[config.mk]
export PLATFORM = sky130hd
export DESIGN_NAME = multdiv_ctrl
export DESIGN_NICKNAME = d
export VERILOG_FILES = /design/src/rtl/multdiv_pkg.sv /design/src/rtl/multdiv_step_counter.sv /design/src/rtl/multdiv_ctrl.sv
export SDC_FILE = /design/constraint.sdc
export NUM_CORES = 1
export LEC_CHECK = 0
export CAP_MARGIN = 10
export CORE_AREA = 2 2 39 41
export DETAILED_ROUTE_END_ITERATION = 6
export DIE_AREA = 0 0 41 43
export PLACE_DENSITY = 0.77
export REMOVE_ABC_BUFFERS = 1
export SETUP_SLACK_MARGIN = 0.02
export SYNTH_ARGS = -nofsm -noshare
export SYNTH_HDL_FRONTEND = slang
export SYNTH_SLANG_ARGS = --single-unit
[constraint.sdc]
create_clock -name clock -period 1.68 [get_ports clock]
set_input_delay 0.252 -clock clock [delete_from_list [all_inputs] [get_ports clock]]
set_output_delay 0.252 -clock clock [all_outputs]
set_load 0.01 [all_outputs]
[src/rtl/multdiv_pkg.sv]
// Shared definitions for the multdiv sequencer: state encoding, datapath mode codes,
// default sizing and the divide special-case helper.
package multdiv_pkg;

  localparam int WIDTH_DEFAULT = 32;
  localparam int CNT_W_DEFAULT = 6;

  localparam logic MODE_MULT = 1'b0;
  localparam logic MODE_DIV  = 1'b1;

  typedef enum logic [1:0] {
    ST_IDLE = 2'd0,
    ST_RUN  = 2'd1,
    ST_DONE = 2'd2
  } state_t;

  // Divide by zero, or INT_MIN / -1 whose quotient does not fit in WIDTH bits.
  function automatic logic div_exception(input logic b_zero,
                                         input logic a_min,
                                         input logic b_neg_one);
    return b_zero | (a_min & b_neg_one);
  endfunction

endpackage

[src/rtl/multdiv_step_counter.sv]
// Iteration counter for the multdiv sequencer: synchronous clear, count enable,
// wraps to 0 after the terminal index WIDTH-1.
module multdiv_step_counter #(
  parameter int WIDTH = 32,
  parameter int CNT_W = 6
) (
  input  logic             clock,
  input  logic             reset,
  input  logic             clear,
  input  logic             enable,
  output logic [CNT_W-1:0] count,
  output logic             terminal
);

  logic [CNT_W-1:0] count_reg;

  assign count    = count_reg;
  assign terminal = (count_reg == CNT_W'(WIDTH - 1));

  always_ff @(posedge clock or posedge reset) begin
    if (reset) begin
      count_reg <= '0;
    end else if (clear) begin
      count_reg <= '0;
    end else if (enable) begin
      count_reg <= terminal ? '0 : count_reg + 1'b1;
    end
  end

endmodule

[src/rtl/multdiv_ctrl.sv]
// Sequencer for the shared iterative multiply/divide datapath.
// Optional feature: define MULTDIV_EARLY_OUT_EN to finish trivial operations without iterating.
module multdiv_ctrl
  import multdiv_pkg::*;
#(
  parameter int WIDTH = WIDTH_DEFAULT,
  parameter int CNT_W = CNT_W_DEFAULT
) (
  input  logic             clock,
  input  logic             reset,
  input  logic             ctrl_MULT,
  input  logic             ctrl_DIV,
  input  logic             opA_isZero,
  input  logic             opB_isZero,
  input  logic             opA_isMinInt,
  input  logic             opB_isNegOne,
  input  logic             dp_overflow,
  output logic             dp_load,
  output logic             dp_step,
  output logic             dp_mode,
  output logic             dp_clear_result,
  output logic [CNT_W-1:0] step_count,
  output logic             busy,
  output logic             data_resultRDY,
  output logic             data_exception
);

  state_t state_reg;
  logic   mode_reg;
  logic   div_exc_reg;
  logic   step_reg;
  logic   busy_reg;
  logic   rdy_reg;
  logic   exc_reg;

  logic   start_req;
  logic   start_is_div;
  logic   start_div_exc;
  logic   early_out;
  logic   cnt_terminal;

  assign start_req     = ctrl_MULT | ctrl_DIV;
  assign start_is_div  = ctrl_DIV & ~ctrl_MULT;
  assign start_div_exc = start_is_div & div_exception(opB_isZero, opA_isMinInt, opB_isNegOne);

  // Operands may only be captured when the FSM can accept a new operation.
  assign dp_load = start_req & (state_reg != ST_RUN);

`ifdef MULTDIV_EARLY_OUT_EN
  logic clear_reg;
  assign early_out = start_req &
                     (start_is_div ? start_div_exc : (opA_isZero | opB_isZero));
  assign dp_clear_result = clear_reg;
`else
  logic unused_zero_flag;
  assign unused_zero_flag = opA_isZero;
  assign early_out        = 1'b0;
  assign dp_clear_result  = 1'b0;
`endif

  multdiv_step_counter #(
    .WIDTH (WIDTH),
    .CNT_W (CNT_W)
  ) u_step_counter (
    .clock    (clock),
    .reset    (reset),
    .clear    (state_reg != ST_RUN),
    .enable   (state_reg == ST_RUN),
    .count    (step_count),
    .terminal (cnt_terminal)
  );

  always_ff @(posedge clock or posedge reset) begin
    if (reset) begin
      state_reg   <= ST_IDLE;
      mode_reg    <= MODE_MULT;
      div_exc_reg <= 1'b0;
      step_reg    <= 1'b0;
      busy_reg    <= 1'b0;
      rdy_reg     <= 1'b0;
      exc_reg     <= 1'b0;
`ifdef MULTDIV_EARLY_OUT_EN
      clear_reg   <= 1'b0;
`endif
    end else begin
      rdy_reg <= 1'b0;
      exc_reg <= 1'b0;
`ifdef MULTDIV_EARLY_OUT_EN
      clear_reg <= 1'b0;
`endif
      case (state_reg)
        ST_IDLE, ST_DONE: begin
          if (start_req) begin
            mode_reg    <= start_is_div ? MODE_DIV : MODE_MULT;
            div_exc_reg <= start_div_exc;
            if (early_out) begin
              state_reg <= ST_DONE;
              step_reg  <= 1'b0;
              busy_reg  <= 1'b0;
              rdy_reg   <= 1'b1;
              // Only the divide special cases are errors; a zero multiply is a clean 0.
              exc_reg   <= start_is_div;
`ifdef MULTDIV_EARLY_OUT_EN
              clear_reg <= 1'b1;
`endif
            end else begin
              state_reg <= ST_RUN;
              step_reg  <= 1'b1;
              busy_reg  <= 1'b1;
            end
          end else begin
            state_reg <= ST_IDLE;
            step_reg  <= 1'b0;
            busy_reg  <= 1'b0;
          end
        end
        ST_RUN: begin
          if (cnt_terminal) begin
            state_reg <= ST_DONE;
            step_reg  <= 1'b0;
            busy_reg  <= 1'b0;
            rdy_reg   <= 1'b1;
            // Multiply overflow is only valid from the datapath in the final iteration.
            exc_reg   <= (mode_reg == MODE_DIV) ? div_exc_reg : dp_overflow;
          end
        end
        default: begin
          state_reg <= ST_IDLE;
          step_reg  <= 1'b0;
          busy_reg  <= 1'b0;
        end
      endcase
    end
  end

  assign dp_step        = step_reg;
  assign dp_mode        = mode_reg;
  assign busy           = busy_reg;
  assign data_resultRDY = rdy_reg;
  assign data_exception = exc_reg;

endmodule

Word-level counts from Yosys, hierarchy flattened

Index checks and enable logic that the tools add are counted.

Register bits after elaboration: 13
Input bits: 9
Output and inout bits: 13

Add/sub/neg operators: 1
Equality and inequality tests: 5
Multiplexer cells: 15
Bitwise gates (word level): 7
Reduce and logical (&&, ||, !) cells: 4

Operators with widths:

| kind                                                   | number |
|---|---|
| two-way mux 6 bit                                      | 3 |
| two-way mux 1 bit                                      | 9 |
| adder 6 x 1 -> 6 bit (second input constant)           | 1 |
| equality test 6 x 5 -> 1 bit (second input constant)   | 1 |
| bitwise AND 1 bit                                      | 4 |
| case mux 2 bit (2 select lines)                        | 1 |
| equality test 2 x 1 -> 1 bit (second input constant)   | 1 |
| equality test 2 bit (second input constant)            | 1 |
| zero test 2 bit                                        | 1 |
| two-way mux 2 bit                                      | 1 |
| inequality test 2 x 1 -> 1 bit (second input constant) | 1 |
| inequality test 2 bit (second input constant)          | 1 |
| bitwise OR 1 bit                                       | 2 |
| case mux 1 bit (2 select lines)                        | 1 |
| AND reduction 2 bit                                    | 1 |
| nonzero test 2 bit                                     | 1 |
| OR reduction 2 bit                                     | 1 |
| NOT 1 bit                                              | 1 |

Logic depth before layout (Yosys ltp)

Depth in word-level cells: 4
Gate-level depth with buffers: 4
Depth with buffers taken out: 4

Hierarchy

A second synthesis with hierarchy kept.

Cells, all modules: 60
Area, all modules: 651.9 sq um

By module, submodules not included:

| module               | times used | cells an instance | area each (sq um) | sequential area each (sq um) |
|---|---|---|---|---|
| multdiv_step_counter | 1          | 32                | 339.1             | 150.1 |
| multdiv_ctrl         | 1          | 28                | 312.8             | 175.2 |

Worst setup path before layout

No wires, ideal clock.

Kind: register -> register
Start point: register u_step_counter.count_reg[0] (netlist: u_step_counter.count[0])
End point: register state_reg[0]
Setup time: 0.141 ns
Data arrival time: 1.097 ns
Slack: 0.443 ns
Cell stages (with the launch flop): 5
Cell sequence: dfrtp_1 > ha_1 > nand3_1 > o21ai_1 > o21ai_0

Longest elaborated chain between the ends: 2

RTL lines:

| element                                | line                       | source |
|---|---|---|
| from (decl)                            | multdiv_step_counter.sv:15 | `logic [CNT_W-1:0] count_reg;` |
| from (signal assigned)                 | multdiv_step_counter.sv:26 | `count_reg <= terminal ? '0 : count_reg + 1'b1;` |
| equality test 6 x 5 -> 1 bit           | multdiv_step_counter.sv:18 | `assign terminal = (count_reg == CNT_W'(WIDTH - 1));` |
| inequality test 2 bit (no source line) | --                         |  |
| to (signal assigned)                   | multdiv_ctrl.sv:75         | `state_reg <= ST_IDLE;` |
| to (signal assigned)                   | multdiv_ctrl.sv:97         | `state_reg <= ST_DONE;` |
| to (signal assigned)                   | multdiv_ctrl.sv:107        | `state_reg <= ST_RUN;` |
| to (decl)                              | multdiv_ctrl.sv:28         | `state_t state_reg;` |

Every way passes these cells.
A chain may end at the register's enable or synchronous reset.

Worst setup path after layout

Start point: input ctrl_DIV
End point: output dp_load

Longest elaborated chain between the ends: 2

RTL lines:

| element           | line               | source |
|---|---|---|
| from (decl)       | multdiv_ctrl.sv:12 | `input logic ctrl_DIV,` |
| bitwise OR 1 bit  | multdiv_ctrl.sv:42 | `assign start_req = ctrl_MULT \| ctrl_DIV;` |
| bitwise AND 1 bit | multdiv_ctrl.sv:47 | `assign dp_load = start_req & (state_reg != ST_RUN);` |
| to (decl)         | multdiv_ctrl.sv:18 | `output logic dp_load,` |

Every way passes these cells.

==> impl_results.md <==
- Clock transition at path regs: 70 ps
- Setup crit start kind: primary input
- Leakage: 0.000370 µW
- Inserted Clock Buffers: 3
- Final setup vio count: 0
- CP delay by family, top: buffers and inverters
- Hold Crit Class: primary input to async pin
- I/O pin count: 22
- Worst EP arrival: 1250 ps
- Vias per cell: 4.90
- P_sw: 401 µW
- Syn Std Cell Area: 549 µm²
- Synthesized instance count: 53
- Max reg flops: 6
- Net Sw Frac: 0.334
- Final instance area: 792 µm²
- DIE HEIGHT: 43 µm
- Synth top area share: 0.592
- RSZ-0062 raised after global routing: no
- Placed cell area: 759 µm²
- Top-count cell post-synth: dfrtp_1
- Slew Limit Fails: 0
- Total wire length: approximately 1000 µm
- Seq/Total Area, Yosys: 0.592
- Root buffer cell: clkbuf_4
- Min Clock Period, post-route: 1510 ps
- Number of antenna diodes: 0
- Final worst-path cycle share: 0.896
- Starting Density: 0.397
- FILL cells: 133
- Setup WS post-layout: 174 ps
- Crit-path max FO: 4
- Final Hold Vio Count: 0
- Critical path cell sequence: clkdlybuf4s50_1 -> nor2_1 -> nor2_1 -> dlygate4sd2_1
- Average size of a mapped cell: ~10 µm²
- Drt first pass iters: 1
- Die area: 1760 µm²
- Total GRT Usage: 0.138
- Pre-CTS setup slack: -18.4 ps
- Yosys warning total: 0
- Combinational share of power: 0.421
- IO buf count: 19
- Crit path required time: 1430 ps
- Int Power: 801 µW
- Final Skew: 1.81 ps
- CTS tree: done
- Nets: 88
- Slowest stage delay, CP: ~410 ps
- H-tree levels: 1
- Gr ovfl total: 0
- Clock Path Buffers: 2
- Max Cap Viol: 0
- List of most frequent post-synthesis cells: 13 x dfrtp_1, 8 x nor2_1, 4 x a21oi_1, 4 x inv_1, 3 x o21ai_0
- Gpl congestion: 0.707
- CTS Hold Bufs: 0
- Synthesized flop and latch total: 13
- R2R Setup Slk: 300 ps
- CP bufs+invs: 2
- Largest net degree at the start of global routing: 14
- CTS Sinks: 13
- Share of layout cells above drive strength 1: 0.0779
- Power share of the clock group: 0.155
- Vias in the first global route: 408
- Area delta synth->final: 44.2%
- Antenna viol nets, final: 0
- Post-route non-filler standard cell count: just over 90
- Post-synth cell types: 22
- Die X: 41 µm
- Worst Path Class, Setup: primary input to primary output
- Maximum clock rate: 664 MHz
- Ys async rst share: 1.00
- DRT iter0 DRCs: 0
- Synth Flop Type: dfrtp_1
- Detailed Place HPWL: 778 µm
- Core Region: 1380 µm²
- TNS Setup: 0 ps
- Worst Setup End Kind: primary output
- Via count: 456
- Crit path max-delay cell type: clkdlybuf4s50_1
- Status: complete, no violations
- Drt wl/cell: about 11 µm
- First-pass GRT wire length: 1610 µm
- Clock Latency Late Sink: 270 ps
- Largest cells by area after synthesis: dfrtp_1 59%, nor2_1 5.5%, a21oi_1 3.6%, xor2_1 3.2%, o21ai_0 2.7%
- PD cells: roughly 1500 nW/µm²
- Area leader, netlist: dfrtp_1
- Sequential share of power: 0.425
- Most numerous cell on the critical path: nor2_1
- EDFF count, synth: 0
- Post-placement cell count: 88
- Rows: 14
- DRC: 0
- Initial antenna violation count: 0
- Peak VDD IR: 0.727 mV
## per-layer routing
layer	global-route usage	vias to the layer above	share of wire
met3	0.0314	2	0.059
met5	0	-	0
li1	-	222	-
met1	0.165	220	0.45
met4	0.100	0	0.019
met2	0.206	12	0.47
## power by group through the flow
stage	Sequential [µW]	Combinational [µW]	Clock, µW
6_report	511	505	186
5_1_grt	527	556	210
4_1_cts	511	512	194
3_5_place_dp	522	502	0
3_3_place_gp	520	489	0
2_1_floorplan	554	195	0
## final timing paths
| path | start | endpoint | cells after the start |
|---|---|---|---|
| max | ctrl_DIV | dp_load | 4 |
| min | reset | data_exception$_DFF_PP0_ | 2 |
| max reg2reg | u_step_counter.count[0]$_DFF_PP0_ | state_reg[0]$_DFFE_PP0P_ | 4 |
| min reg2reg | u_step_counter.count[0]$_DFF_PP0_ | u_step_counter.count[0]$_DFF_PP0_ | 1 |
| max in group asynchronous | reset | u_step_counter.count[4]$_DFF_PP0_ | 2 |
| min in group clock | u_step_counter.count[0]$_DFF_PP0_ | u_step_counter.count[0]$_DFF_PP0_ | 1 |
## worst reg2reg max path, cell delays in order, from the launching register on
cell     delay [ps]
dfrtp_1         390
ha_1            200
nand3_1         130
o21ai_1         380
o21ai_0         150
## cell families (layout without fill, tap and decap cells)
logic type      Yosys count  count (layout)  synth area share
compound gates           10              10             0.100
xor+xnor                  3               3            0.0478
fa+ha+maj                 1               1            0.0228
buf+inv                   6              30            0.0547
flops                    13              13             0.592
mux                       1               1            0.0182
other cells               1               1           0.00683
simple gates             18              18             0.157
## through the flow
step / util / power (µW) / hold slack [ps]
floorplan: - / 749 / 129
global placement: 0.549 / 1010 / 478
detailed placement: 0.549 / 1020 / 482
CTS: 0.572 / 1220 / 315
global route: 0.572 / 1290 / 358
finish: 0.572 / 1200 / 298
## cell type report
type	instances	area, µm²	share of cell area
well taps	16	20.0	0.0253
flip-flops and latches	13	325	0.411
clock buffers	4	26.3	0.0332
multi-input cells	34	194	0.245
inverters	4	15.0	0.0190
repair buffers	22	211	0.267
## placed cells by master (no fill, tap or decap), types with 2 or more instances in the layout
cell type | synthesis | routed
a21oi_1 | 4 | 4
buf_4 | 2 | 3
clkbuf_4 | 0 | 3
clkdlybuf4s50_1 | 0 | 18
dfrtp_1 | 13 | 13
inv_1 | 4 | 4
nand2b_1 | 2 | 2
nand3_1 | 2 | 2
nor2_1 | 8 | 8
o21ai_0 | 3 | 3
xor2_1 | 2 | 2
## timing repair
| action | 4_1_cts | 5_1_grt |
|---|---|---|
| setup endpoints to repair | 1 | 0 |
| setup buffers | 1 | 0 |
| gates resized for setup | 1 | 0 |
(Power assumes the default switching activity.)
